==> src/rtl/dmem_access_arbiter_if.sv <==
// Requester-side bundle for dmem_access_arbiter: one instance per port.
// master = requester (CPU LSU or debug/DMA loader), slave = arbiter.
interface dmem_access_arbiter_if #(
  parameter int ADDR_W = 32
);
  logic              req;
  logic              we;
  logic [2:0]        op;
  logic [ADDR_W-1:0] addr;
  logic [31:0]       wdata;
  logic              gnt;
  logic              rvalid;
  logic [31:0]       rdata;
  logic              err;

  modport master (
    output req, we, op, addr, wdata,
    input  gnt, rvalid, rdata, err
  );

  modport slave (
    input  req, we, op, addr, wdata,
    output gnt, rvalid, rdata, err
  );
endinterface

==> src/rtl/dmem_access_arbiter.sv <==
// Two-port data-memory arbiter: IDLE/ACCESS/RESP sequencer with legality check.
// Define ARB_ROUND_ROBIN_EN for round-robin arbitration; default is port-0 priority.
module dmem_access_arbiter #(
  parameter int MEM_BYTES = 4096,
  parameter int ADDR_W    = 32
) (
  input  logic                clk,
  input  logic                rst,
  dmem_access_arbiter_if.slave r0,
  dmem_access_arbiter_if.slave r1,
  output logic                mem_en,
  output logic                mem_wren,
  output logic [2:0]          mem_op,
  output logic [ADDR_W-1:0]   mem_addr,
  output logic [31:0]         mem_wdata,
  input  logic [31:0]         mem_rdata
);

  typedef enum logic [1:0] {IDLE, ACCESS, RESP} arbState;
  typedef logic [ADDR_W:0] wideAddr;

  arbState           state, nextState;
  logic              anyReq, accept, winner, legal;
  logic              curPort, curWe;
  logic [2:0]        curOp;
  logic [ADDR_W-1:0] curAddr;
  logic [31:0]       curWdata, accessData;
  wideAddr           accSize, lastByte;
  logic [1:0]        gntQ, rvalidQ, errQ;
  logic [1:0][31:0]  rdataQ;

  assign anyReq = r0.req | r1.req;
  assign accept = (state == IDLE) && anyReq;

`ifdef ARB_ROUND_ROBIN_EN
  logic lastGnt;

  always_comb begin
    winner = r1.req;
    if (r0.req && r1.req) winner = ~lastGnt;
  end

  always_ff @(posedge clk) begin
    if (rst)         lastGnt <= 1'b0;
    else if (accept) lastGnt <= winner;
  end
`else
  assign winner = ~r0.req;
`endif

  // Last byte touched is formed one bit wider so an address wrap reads as out of range.
  always_comb begin
    case (curOp[1:0])
      2'b00:   accSize = wideAddr'(4);
      2'b10:   accSize = wideAddr'(2);
      default: accSize = wideAddr'(1);
    endcase
    lastByte = {1'b0, curAddr} + accSize - wideAddr'(1);
    legal = 1'b1;
    if (curOp inside {3'b011, 3'b100, 3'b111})     legal = 1'b0;
    if (curWe && (curOp inside {3'b101, 3'b110}))  legal = 1'b0;
    if (lastByte >= wideAddr'(MEM_BYTES))          legal = 1'b0;
  end

  assign accessData = (legal && !curWe) ? mem_rdata : 32'h0;

  // NOTE: sequential state uses non-blocking assignments so every flop samples pre-edge values.
  always_ff @(posedge clk) begin
    if (rst) state <= IDLE;
    else     state <= nextState;
  end

  // Enable is gated by rst combinationally so a store caught mid-access never lands.
  always_comb begin
    // NOTE: defaults first on every path, otherwise the combinational block infers latches.
    nextState = state;
    mem_en    = 1'b0;
    mem_wren  = 1'b0;
    case (state)
      IDLE:    if (anyReq) nextState = ACCESS;
      ACCESS: begin
        mem_en    = legal & ~rst;
        mem_wren  = legal & curWe & ~rst;
        nextState = RESP;
      end
      RESP:    nextState = IDLE;
      default: nextState = IDLE;
    endcase
  end

  always_ff @(posedge clk) begin
    if (rst) begin
      gntQ     <= '0;
      rvalidQ  <= '0;
      errQ     <= '0;
      rdataQ   <= '0;
      curPort  <= 1'b0;
      curWe    <= 1'b0;
      curOp    <= '0;
      curAddr  <= '0;
      curWdata <= '0;
    end else begin
      gntQ    <= '0;
      rvalidQ <= '0;
      if (accept) begin
        gntQ[winner] <= 1'b1;
        curPort      <= winner;
        if (winner) begin
          curWe    <= r1.we;
          curOp    <= r1.op;
          curAddr  <= r1.addr;
          curWdata <= r1.wdata;
        end else begin
          curWe    <= r0.we;
          curOp    <= r0.op;
          curAddr  <= r0.addr;
          curWdata <= r0.wdata;
        end
      end
      if (state == ACCESS) begin
        rvalidQ[curPort] <= 1'b1;
        rdataQ[curPort]  <= accessData;
        errQ[curPort]    <= ~legal;
      end
    end
  end

  assign mem_op    = curOp;
  assign mem_addr  = curAddr;
  assign mem_wdata = curWdata;

  assign r0.gnt    = gntQ[0];
  assign r0.rvalid = rvalidQ[0];
  assign r0.rdata  = rdataQ[0];
  assign r0.err    = errQ[0];
  assign r1.gnt    = gntQ[1];
  assign r1.rvalid = rvalidQ[1];
  assign r1.rdata  = rdataQ[1];
  assign r1.err    = errQ[1];

endmodule
==> src/flat_wrapper.sv <==
// flat-port wrapper written by rule: the top's interface ports become plain ports
module dmem_access_arbiter_flat 
#(
  parameter int MEM_BYTES = 4096,
  parameter int ADDR_W    = 32
)
  (clk, rst, mem_en, mem_wren, mem_op, mem_addr, mem_wdata, mem_rdata, r0_req, r0_we, r0_op, r0_addr, r0_wdata, r0_gnt, r0_rvalid, r0_rdata, r0_err, r1_req, r1_we, r1_op, r1_addr, r1_wdata, r1_gnt, r1_rvalid, r1_rdata, r1_err);
  dmem_access_arbiter_if #(.ADDR_W(ADDR_W)) r0_i ();
  dmem_access_arbiter_if #(.ADDR_W(ADDR_W)) r1_i ();
  input  logic clk;
  input  logic rst;
  output logic mem_en;
  output logic mem_wren;
  output logic [2:0] mem_op;
  output logic [ADDR_W-1:0] mem_addr;
  output logic [31:0] mem_wdata;
  input  logic [31:0] mem_rdata;
  input wire logic [$bits(r0_i.req)-1:0] r0_req;
  input wire logic [$bits(r0_i.we)-1:0] r0_we;
  input wire logic [$bits(r0_i.op)-1:0] r0_op;
  input wire logic [$bits(r0_i.addr)-1:0] r0_addr;
  input wire logic [$bits(r0_i.wdata)-1:0] r0_wdata;
  output wire logic [$bits(r0_i.gnt)-1:0] r0_gnt;
  output wire logic [$bits(r0_i.rvalid)-1:0] r0_rvalid;
  output wire logic [$bits(r0_i.rdata)-1:0] r0_rdata;
  output wire logic [$bits(r0_i.err)-1:0] r0_err;
  input wire logic [$bits(r1_i.req)-1:0] r1_req;
  input wire logic [$bits(r1_i.we)-1:0] r1_we;
  input wire logic [$bits(r1_i.op)-1:0] r1_op;
  input wire logic [$bits(r1_i.addr)-1:0] r1_addr;
  input wire logic [$bits(r1_i.wdata)-1:0] r1_wdata;
  output wire logic [$bits(r1_i.gnt)-1:0] r1_gnt;
  output wire logic [$bits(r1_i.rvalid)-1:0] r1_rvalid;
  output wire logic [$bits(r1_i.rdata)-1:0] r1_rdata;
  output wire logic [$bits(r1_i.err)-1:0] r1_err;
  assign r0_i.req = r0_req;
  assign r0_i.we = r0_we;
  assign r0_i.op = r0_op;
  assign r0_i.addr = r0_addr;
  assign r0_i.wdata = r0_wdata;
  assign r0_gnt = r0_i.gnt;
  assign r0_rvalid = r0_i.rvalid;
  assign r0_rdata = r0_i.rdata;
  assign r0_err = r0_i.err;
  assign r1_i.req = r1_req;
  assign r1_i.we = r1_we;
  assign r1_i.op = r1_op;
  assign r1_i.addr = r1_addr;
  assign r1_i.wdata = r1_wdata;
  assign r1_gnt = r1_i.gnt;
  assign r1_rvalid = r1_i.rvalid;
  assign r1_rdata = r1_i.rdata;
  assign r1_err = r1_i.err;
  dmem_access_arbiter #(.MEM_BYTES(MEM_BYTES), .ADDR_W(ADDR_W)) u_core (.clk(clk), .rst(rst), .r0(r0_i), .r1(r1_i), .mem_en(mem_en), .mem_wren(mem_wren), .mem_op(mem_op), .mem_addr(mem_addr), .mem_wdata(mem_wdata), .mem_rdata(mem_rdata));
endmodule
==> config.mk <==
export PLATFORM = sky130hd
export DESIGN_NAME = dmem_access_arbiter_flat
export DESIGN_NICKNAME = d
export VERILOG_FILES = /design/src/rtl/dmem_access_arbiter_if.sv /design/src/rtl/dmem_access_arbiter.sv /design/src/flat_wrapper.sv
export SDC_FILE = /design/constraint.sdc
export NUM_CORES = 1
export LEC_CHECK = 0
export BUFFER_PORTS_ARGS = -buffer_cell sky130_fd_sc_hd__buf_2
export CORE_MARGIN = 5
export CORE_UTILIZATION = 40
export DETAILED_ROUTE_END_ITERATION = 8
export GPL_TIMING_DRIVEN = 0
export MAX_ROUTING_LAYER = met4
export PLACE_DENSITY = 0.68
export SETUP_SLACK_MARGIN = 0.02
export SYNTH_ARGS = -nofsm -noshare
export SYNTH_HDL_FRONTEND = slang
export SYNTH_SLANG_ARGS = --single-unit
==> constraint.sdc <==
create_clock -name clk -period 7.1 [get_ports clk]
set_input_delay 1.065 -clock clk [delete_from_list [all_inputs] [get_ports clk]]
set_output_delay 1.065 -clock clk [all_outputs]
set_load 0.02 [all_outputs]
==> metrics.txt <==
outcome=finished clean; share of cells above drive strength 1=32.6%; synth top area cells=dfxtp_1, mux2i_1, a211oi_1, nand2_1, ha_1; met2 routed WL=around 12 mm; highest clock rate=183 MHz; DRT Wirelength=24.5 mm; final hold viol count=0; WL/cell=16.0 microns; post-DP HPWL=19.9 mm; critical path's most frequent cell=ha_1; clock-pin slew of the registers on the worst-case setup and hold paths=0.07 ns; 1st-iter DRT viols=301; Post CTS Setup Buffer Count=0; Final GP Congestion=0.917; antenna violations before repair=0; slowest stage delay, CP=0.57 ns; crit share post-route=77.1%; Seq cells post-synth=141; post-synth top area cell=dfxtp_1; most common cell after layout, fill and taps aside=buf_2; standard-cell rows=50; largest net degree at the start of global routing=17; syn nets=1,135; most frequent cells in the layout=buf_2, dfxtp_1, nand2_1, nor2_1, a211oi_1; Port-buffer cells=roughly 310; Primary FF master, synth=dfxtp_1; largest fanout on the critical path=5; CTS tree=done; number of buffers created by CTS=17; Setup TNS Final=0 ns; Post-Syn Area=0.00773 sq mm; Clock Latency Late Sink=0.42 ns; max_cap viols=0; RSZ-0062 raised after global routing=false; crit path DAT=4.41 ns; DIE HEIGHT=149 microns; PD cells=259 mW/mm^2; endpoints failing setup=0; fin util=54.0%; global-route usage over all layers=between 20 and 25%; CTS Hold Bufs=0; vias after detailed routing=approximately 7,800; Root Driver=clkbuf_16; met3 WL=1.67 mm; Peak supply drop=0.164 mV; worst reg2reg setup slack=between 3 and 4 ns; M1 WL=~11 mm; Setup crit start kind=flop; number of synthesized flops with an enable pin=0; Die X=149 microns; I/O pins=311; uppermost layer routed=met4; CP required=a little over 6 ns; DR pass1 iterations=5; antenna cell count=0; crit end category=primary output; Clock Skew=~0.013 ns; YS warnings=0; Clock Tree Buf Depth=2; worst hold-check path type=flop to flop; Sink Count=about 140; cell family with most CP delay=simple AND/OR/NAND/NOR gates; Slew headroom=between 40% and 50%; Yosys top cell area share=36.5%; Die ar.=between 0.02 and 0.025 sq mm; minimum clock period=about 5.5 ns; post-CTS resize count=0; Nets=1,463; Seq/Total Area, Yosys=36.5%; Post-Syn Instances=about 930; Vias/cell=5.09; post-route ant nets=0; Area Overhead vs Synth=32.0%; Max Slew Vio Count=0; static leakage=4.93 nW; measured slew at the worst slew-check pin=0.812 ns; Avg Cell Area, Syn=8.33 sq um; vias in the first global route=7,465; gr ovfl total=0; CP Cell Sequence=or2_2, ha_1, inv_1, ha_1, a211oi_1, o21ai_0, a22oi_1, nand2_1, xnor2_1, nand4_2, or4_1, nor4_1, buf_2; H-tree levels=4; first-pass GRT wire length=a little under 40 mm; async set-or-reset flop fraction in the synthesized netlist=0%; CORE AREA=between 0.015 and 0.02 sq mm; Crit-path slowest cell=or4_1; Bufs and invs on worst path=2; Starting Density=40.9%; DRC viols=0; worst setup path class=flop to primary output; post-synth cell types=67
## Yosys cell counts, types with 2 or more instances
cell type,number
a2bb2oi_1,2
ha_1,34
o21a_1,4
mux2i_1,71
o31a_2,2
o211ai_1,7
and2_1,4
nand2_1,133
xnor2_1,7
nand4_4,2
o31ai_1,3
nor3_1,16
nand4_1,7
a211o_1,3
and4_1,2
buf_6,10
o21ba_2,2
mux2_2,2
buf_4,3
nand3_1,11
dfxtp_1,141
nor4_1,4
a21oi_1,41
o21ai_2,36
o2111ai_1,2
and4_2,2
or2_2,2
buf_1,3
dlygate4sd3_1,3
nand2b_1,4
o21ai_1,30
inv_1,52
or3_1,2
clkbuf_1,36
buf_2,2
a22oi_1,2
nor4_4,2
nor2_1,104
a31oi_1,2
a21o_1,4
o21bai_1,3
a211oi_1,75
o21ai_0,27
## logic make-up after synthesis
kind of cell / synth area share, %
xor+xnor: 0.906
compound gates: 22.5
buf+inv: 6.91
mux: 9.49
flops: 36.5
fa+ha+maj: 5.76
simple gates: 17.9
## sequential cells by signal, indices dropped and copies added (netlist names)
signal / count
u_core.rvalidQ: 2
u_core.r0.rdata: 32
u_core.curPort: 1
u_core.gntQ: 2
u_core.mem_addr: 32
u_core.errQ: 2
u_core.mem_op: 3
u_core.r1.rdata: 32
u_core.mem_wdata: 32
u_core.state: 2
u_core.curWe: 1
## cell type report
| cell class | instances | area (sq um) |
|---|---|---|
| multi-input cells | 676 | 4370 |
| fillers | 1847 | 8690 |
| inverters | 53 | 199 |
| repair buffers | 309 | 1550 |
| well taps | 260 | 325 |
| clock inverters | 15 | 173 |
| flip-flops and latches | 141 | 2820 |
| clock buffers | 17 | 425 |
| plain buffers | 58 | 335 |
## path summary, 6_finish.rpt
check                        end                from  cells after the start
min           u_core.r1.rdata[7]  u_core.r1.rdata[7]                      2
max reg2reg  u_core.r0.rdata[11]    u_core.mem_op[0]                     14
max                     mem_wren    u_core.mem_op[0]                     13
min reg2reg   u_core.r1.rdata[7]  u_core.r1.rdata[7]                      2
## per-stage QoR
stage          std cells  power, W  hold WS (ns)  area, sq um  worst slack, ns
2_1_floorplan        928   0.00149         0.482         7730             2.39
3_3_place_gp        1497   0.00174         0.430         9600             2.18
3_5_place_dp        1497   0.00175         0.435         9600             2.16
4_1_cts             1529   0.00266         0.446        10200             1.68
5_1_grt             1529   0.00280         0.461        10200             1.52
6_report            1529   0.00264         0.443        10200             1.63
## metal layers
layer	up-vias	GRT usage, %
met1	3520	28.4
met5	-	-
li1	3946	-
met3	27	4.01
met2	291	35.5
met4	0	6.45
## worst min-delay path: cells and delay by family, from the launching register on
family             cells  cell delay, ns
and+or+nand+nor        1            0.05
AOI/OAI and AO/OA      1            0.05
DFF                    1            0.31
## where the power goes
part / total, W / switching, W / internal [W] / leakage, nW
sequential: 0.000880 / 0.0000406 / 0.000839 / 1.15
clock: 0.000903 / 0.000401 / 0.000502 / 0.280
combinational: 0.000858 / 0.000533 / 0.000325 / 3.50
total: 0.00264 / 0.000975 / 0.00167 / 4.93
Note: power is estimated with default switching activity, not from simulation.
